$ cat src/rtl/bcd_seq_ctrl.sv
// bcd_seq_ctrl: sequential double-dabble binary-to-BCD converter with registered 7-segment outputs
module bcd_seq_ctrl #(
    parameter int WIDTH        = 9,
    parameter bit AUTO_RESTART = 1'b0,
    parameter bit BLANK_LZ     = 1'b0
) (
    input  logic             clk,
    input  logic             rst,
    input  logic             start,
    input  logic [WIDTH-1:0] bin_in,
    output logic             busy,
    output logic             done,
    output logic [3:0]       BCD2,
    output logic [3:0]       BCD1,
    output logic [3:0]       BCD0,
    output logic [7:0]       HEX2,
    output logic [7:0]       HEX1,
    output logic [7:0]       HEX0
);
    localparam int CW = $clog2(WIDTH + 1);

    typedef enum logic [1:0] {IDLE, SHIFT, DONE} state_t;

    state_t           state;
    logic [WIDTH-1:0] sh;
    logic [WIDTH-1:0] last_val;
    logic [CW-1:0]    cnt;
    logic [3:0]       d2, d1, d0;
    logic [3:0]       a2, a1, a0;
    logic [3:0]       n2, n1, n0;
    logic [7:0]       h2, h1, h0;
    logic             trig;

    function automatic logic [7:0] seg(input logic [3:0] d);
        case (d)
            4'd0:    seg = 8'hC0;
            4'd1:    seg = 8'hF9;
            4'd2:    seg = 8'hA4;
            4'd3:    seg = 8'hB0;
            4'd4:    seg = 8'h99;
            4'd5:    seg = 8'h92;
            4'd6:    seg = 8'h82;
            4'd7:    seg = 8'hF8;
            4'd8:    seg = 8'h80;
            4'd9:    seg = 8'h90;
            default: seg = 8'hC0;
        endcase
    endfunction

    // add-3 correction, one-bit shift of the digit chain, and the segment codes of the shifted digits
    always_comb begin
        a2   = (d2 >= 4'd5) ? d2 + 4'd3 : d2;
        a1   = (d1 >= 4'd5) ? d1 + 4'd3 : d1;
        a0   = (d0 >= 4'd5) ? d0 + 4'd3 : d0;
        n2   = {a2[2:0], a1[3]};
        n1   = {a1[2:0], a0[3]};
        n0   = {a0[2:0], sh[WIDTH-1]};
        h2   = (BLANK_LZ && n2 == 4'd0) ? 8'hFF : seg(n2);
        h1   = (BLANK_LZ && n2 == 4'd0 && n1 == 4'd0) ? 8'hFF : seg(n1);
        h0   = seg(n0);
        trig = start || (AUTO_RESTART && bin_in != last_val);
    end

    // control FSM and datapath; outputs are published only on the final shift
    always_ff @(posedge clk or posedge rst) begin
        if (rst) begin
            state    <= IDLE;
            busy     <= 1'b0;
            done     <= 1'b0;
            sh       <= '0;
            last_val <= '0;
            cnt      <= '0;
            d2       <= '0;
            d1       <= '0;
            d0       <= '0;
            BCD2     <= '0;
            BCD1     <= '0;
            BCD0     <= '0;
            HEX2     <= 8'hC0;
            HEX1     <= 8'hC0;
            HEX0     <= 8'hC0;
        end else begin
            case (state)
                IDLE: begin
                    if (trig) begin
                        sh       <= bin_in;
                        last_val <= bin_in;
                        d2       <= '0;
                        d1       <= '0;
                        d0       <= '0;
                        cnt      <= CW'(WIDTH);
                        busy     <= 1'b1;
                        state    <= SHIFT;
                    end
                end
                SHIFT: begin
                    d2  <= n2;
                    d1  <= n1;
                    d0  <= n0;
                    sh  <= sh << 1;
                    cnt <= cnt - CW'(1);
                    if (cnt == CW'(1)) begin
                        busy  <= 1'b0;
                        done  <= 1'b1;
                        BCD2  <= n2;
                        BCD1  <= n1;
                        BCD0  <= n0;
                        HEX2  <= h2;
                        HEX1  <= h1;
                        HEX0  <= h0;
                        state <= DONE;
                    end
                end
                DONE: begin
                    done  <= 1'b0;
                    state <= IDLE;
                end
                default: state <= IDLE;
            endcase
        end
    end
endmodule

$ cat config.mk
export PLATFORM = sky130hd
export DESIGN_NAME = bcd_seq_ctrl
export DESIGN_NICKNAME = d
export VERILOG_FILES = /design/src/rtl/bcd_seq_ctrl.sv
export SDC_FILE = /design/constraint.sdc
export NUM_CORES = 1
export LEC_CHECK = 0
export BUFFER_PORTS_ARGS = -buffer_cell sky130_fd_sc_hd__buf_4
export CAP_MARGIN = 20
export CORE_MARGIN = 5
export CORE_UTILIZATION = 42
export CTS_CLUSTER_DIAMETER = 40
export DETAILED_ROUTE_END_ITERATION = 6
export PLACE_DENSITY = 0.58
export SLEW_MARGIN = 10
export SYNTH_ARGS = -nofsm -noshare
export SYNTH_HDL_FRONTEND = slang
export SYNTH_SLANG_ARGS = --single-unit
$ cat constraint.sdc
create_clock -name clk -period 5.2 [get_ports clk]
set_input_delay 0.52 -clock clk [delete_from_list [all_inputs] [get_ports clk]]
set_output_delay 0.52 -clock clk [all_outputs]
set_load 0.005 [all_outputs]
Yosys cells after proc, flatten, opt, wreduce, memory -nomap -nowiden
Memory sizes are Yosys's and may differ from the RTL's. A register that Yosys moved wholly into a read port is not among the register bits.
Index checks and enable logic that the tools add are counted.
- bits in registers: 65
- ROM bits: 336
- output and inout bits: 38
- logic and storage cells: 56
- memories kept: 3
- memories (name ; words ; width ; read ports ; clocked after memory_dff ; write ports ; RTL line ; text):
    (name not given) ; 16 ; 7 ; 1 ; 1 ; 0 ; 35 ; case (d)
    (name not given) ; 16 ; 7 ; 1 ; 1 ; 0 ; 35 ;
    (name not given) ; 16 ; 7 ; 1 ; 1 ; 0 ; 35 ;
- add/subtract/negate cells: 4
- order comparisons: 3
- eq/ne operators: 5
- multiplexer cells: 19
- reduce and logical (&&, ||, !) cells: 8
- operators by type and width (kind ; count):
    4-bit case mux with 2 select lines ; 4
    9-bit case mux with 2 select lines ; 1
    4-bit two-way mux ; 4
    4-bit by 3-bit greater-or-equal comparator with 1-bit output (second input constant) ; 3
    9-bit two-way mux ; 1
    4-bit by 2-bit adder with 4-bit output (second input constant) ; 2
    2-bit AND reduction ; 4
    4-bit by 1-bit == test with 1-bit output (second input constant) ; 1
    2-bit two-way mux ; 2
    2-bit != test (second input constant) ; 2
    1-bit case mux with 2 select lines ; 2
    2-bit case mux with 2 select lines ; 1
    2-bit nonzero test ; 2
    4-bit by 1-bit subtractor with 4-bit output (second input constant) ; 1
    3-bit by 2-bit adder with 3-bit output (second input constant) ; 1
    1-bit two-way mux ; 3
    3-bit two-way mux ; 1
    3-bit AND reduction ; 1
    2-bit by 1-bit == test with 1-bit output (second input constant) ; 1
    2-bit == test (second input constant) ; 1
    2-bit logical NOT ; 1

Longest topological paths before layout
- depth in word-level cells: 3
- depth in mapped cells: 11
- depth with buffers taken out: 11

Worst setup path before layout
Ideal clock, no wire load.
- path type: register -> register
- start: register d0[0]
- end: register HEX1[6]
- arrival time: 2151 ps
- data required time: 5121 ps
- path slack: 2971 ps
- stages on the path, launching flop included: 12
- buffers on the path: 0
- period minus slack after synthesis: 2229 ps
- cells stage by stage: dfrtp_1 > inv_1 > ha_1 > nand2b_2 > nor3b_1 > a21oi_1 > inv_1 > ha_1 > nor2b_1 > o21ai_0 > nand4_1 > o211a_1
- word-level cells in the longest chain between the ends: 2
- elaborated cells between the ends (all ways): 3
- RTL lines (element ; RTL line ; text):
    start, declared ; 28 ; logic [3:0] d2, d1, d0;
    start signal, assigned ; 99 ; d0 <= n0;
    4-bit by 2-bit adder with 4-bit output / 4-bit by 3-bit greater-or-equal comparator with 1-bit output (equally long branches) ; 54 ; a0 = (d0 >= 4'd5) ? d0 + 4'd3 : d0;
    4-bit two-way mux * ; 54 ;
    end, declared ; 17 ; output logic [7:0] HEX1,
Every way passes the cells marked *; elsewhere a longest branch is shown, timed or not.
A chain may end at the register's enable or synchronous reset.

Final worst setup path
Same ends and word-level chain as after synthesis.

==> summary.txt <==
Setup path
  • Critical-path top delay cell: a21oi_1
  • CP max FO: 8
  • CP Cell Sequence: inv_1, ha_1, nand2b_2, nor3b_1, a21oi_1, inv_1, ha_1, nor2b_1, o21ai_0, nand4_1, o211a_1
  • Crit Path Category: register to register
  • Crit path largest cell delay: 0.55 ns
  • Startpoint Class: register
  • CP endpoint kind: register
  • Crit path DAT: 2.92 ns
  • Critical Path RT: 5.46 ns

GRT
  • First-pass GRT wire length: 12100 µm
  • Gr usage total: 15.4%
  • Initial antenna violation count: 0
  • Largest net degree at the start of global routing: 63
  • Grt ovf: 0
  • Vias in the first global route: between 2000 and 3000

Synthesis
  • Post-synth top area cell: dfrtp_1
  • Post-synthesis register bit count: 62
  • Post-synthesis sequential area ratio: 48.2%
  • Post-Syn Area: 0.00322 mm²
  • Post-synth ARST share: 100%
  • Ys Warns: 0
  • Yosys top cell area share: a little under half
  • Syn_area_per_cell: 9.37 µm²
  • Top cells by area, synth: dfrtp_1 46%, o21ai_0 7.3%, nand2_1 5.9%, ha_1 5.4%, a21oi_1 2.6%
  • Number of flops mapped to enable cells by yosys: 0
  • Post-Syn Instances: 344
  • Ys flop type: dfrtp_1
  • Yosys cell types: 52

Drt
  • Routed WL: 7060 µm
  • Routed wl met3: slightly below 400 µm
  • WL met1: ~3600 µm
  • TritonRoute pass-1 iters: 6
  • DR WL/cell: 14.2 µm
  • ANT nets after route: 0
  • Initial DRC Count: about 130
  • Vias/cell: 5.25
  • WL met2: 2970 µm
  • Top sig layer: met4
  • Drt drc: 0
  • Via Count: 2602

Placed design
  • Placed cells: 480
  • Dpl hpwl: slightly below 5000 µm
  • # port buffers: 46
  • Placed Area: 0.00363 mm²
  • RePlAce Congestion: 0.861

Floorplanning
  • Die Ht: slightly below 100 µm
  • Core Area: 0.00761 mm²
  • Rows: 32
  • Die area: 0.00953 mm²
  • Die width: slightly below 100 µm
  • Initial Util: 42.4%
  • Top Ports: 50

STA
  • RSZ-0062 raised after global routing: no
  • Layout Skew: 0.0115 ns
  • Slew Limit Fails: 0
  • Post-Route Setup TNS: 0 ns
  • Min Hold Slack: around 0.4 ns
  • Final setup viols: 0
  • Tcrit/Tclk final: 51.1%
  • Relative slew slack: 48.4%
  • Slew @ Worst Pin: 0.775 ns
  • Crit path time final: 2.66 ns
  • Fmax: 376 MHz
  • Hold Vio Cnt, Final: 0

CTS
  • CTS clk-pin slew, worst paths: 0.07 ns
  • Clk sinks: 62
  • CTS buffer count: 9
  • Root Driver: clkbuf_8
  • Latest clock arrival within the worst-skew pair: 0.33 ns
  • Max clock buf depth: 2
  • Post-CTS Hold Buffers: 0
  • # Post-CTS Setup Buffers: 0
  • CTS-repair resized insts: 0
  • H-tree levels: 3
  • CTS tree: yes

Power and ir drop
  • Net switching power: between 1 and 1.5 mW
  • Cell Pwr Density: 688 mW/mm²
  • Combinational share of power: 50.3%
  • Leak: 1.76 nW
  • Clk pwr share: 15.8%
  • Internal power component: 1.52 mW
  • Sw Share: between 40 and 50%
  • VDD IR max: 0.205 mV
  • Seq pwr share: between 30% and 40%

Status
  • Run status: finished clean

Layout
  • Most frequent cells in the layout: 59 x dfrtp_1, 51 x nand2_1, 50 x buf_4
  • Post-route cell area: 0.00382 mm²
  • N_diodes: 0
  • Share of layout cells above drive strength 1: between 15 and 20%
  • Nets: 415
  • Area Growth Syn to Fin: 18.6%
  • Post-Layout Cell Count: 496
  • Most common cell after layout, fill and taps aside: dfrtp_1

Flow run
  • Max cap viols: 0

Min path
  • Worst hold path class: input port to asynchronous set/reset pin
[area by class of cell]
| cell class | count | area [µm²] |
|---|---|---|
| well taps | 102 | 128 |
| clock inverters | 4 | 47.5 |
| repair buffers | 50 | 375 |
| clock buffers | 12 | 145 |
| fillers | 745 | 3780 |
| flip-flops and latches | 62 | 1560 |
| multi-input cells | 247 | 1500 |
| inverters | 19 | 71.3 |
[final timing paths]
kind	start	end	slack (ns)	depth (start not counted)
setup / recovery	d0[0]	HEX1[6]	2.54	11
hold / removal	rst	BCD2[3]	0.40	3
setup reg to reg	d0[0]	HEX1[6]	2.54	11
hold reg to reg	BCD2[0]	BCD2[0]	0.48	2
max in group asynchronous	rst	BCD2[2]	4.26	3
min in group clk	bin_in[0]	sh[0]	0.44	2
[power by group through the flow]
stage               clock [mW]  combinational [mW]  sequential, mW
detailed placement           0                1.32           0.898
global route             0.454                1.50           0.923
CTS                      0.427                1.33           0.892
global placement             0                1.30           0.897
finish                   0.416                1.32           0.892
floorplan                    0               0.936           0.846
[stage by stage]
stage / setup slack (ns) / utilization (%) / power (mW)
finish: 2.54 / 50.3 / 2.63
global route: 2.31 / 50.3 / 2.88
CTS: 2.55 / 50.3 / 2.65
detailed placement: 2.56 / 47.7 / 2.22
global placement: 2.57 / 47.7 / 2.20
floorplan: 2.97 / - / 1.78
[flip-flops by register name, summed over array words and instances, names as in the netlist, 4 cells and up]
name	cells
d2	4
HEX1	7
d1	4
HEX2	7
cnt	4
BCD0	4
BCD1	4
BCD2	4
sh	9
HEX0	7
d0	4
[synthesized netlist by cell type (2+ instances only)]
master	n
a32o_1	3
nor2_1	17
and2_1	6
xnor2_1	7
a21oi_2	2
a21o_1	4
dfstp_2	3
o21ai_0	47
and3_1	2
nand3b_1	3
nand2b_1	6
nor3_1	3
or3_1	3
dfrtp_1	59
buf_2	2
nor3b_1	4
buf_4	4
nand3_1	4
a31oi_1	10
mux2_2	2
nand2_1	51
a22o_1	3
a22oi_1	2
a21oi_1	17
a2bb2oi_1	2
inv_1	18
clkbuf_1	10
a32oi_1	2
ha_1	14
nand4_1	4
o31ai_1	6
nor2b_1	4
[kinds of logic after synthesis]
| kind of cell | synth area share, % |
|---|---|
| simple gates | 16.7 |
| compound gates | 20.8 |
| flops | 48.2 |
| buf+inv | 5.39 |
| fa+ha+maj | 5.43 |
| xor+xnor | 1.90 |
| mux | 1.44 |
| other cells | 0.116 |
[routing by layer]
metal,global-route usage (%),up-vias
met5,0,-
met4,5.32,0
met3,5.46,13
met2,21.5,70
met1,22.0,1227
li1,-,1292
[critical path, delay by kind of cell, from the launching register on]
kind                     cells  cell delay (ns)
buffers and inverters        2             0.27
AO/OA/AOI/OAI                3             0.84
flip-flops                   1             0.46
adder cells (fa/ha/maj)      2             0.52
AND/OR/NAND/NOR              4             0.49
Note: power is estimated with default switching activity, not from simulation.
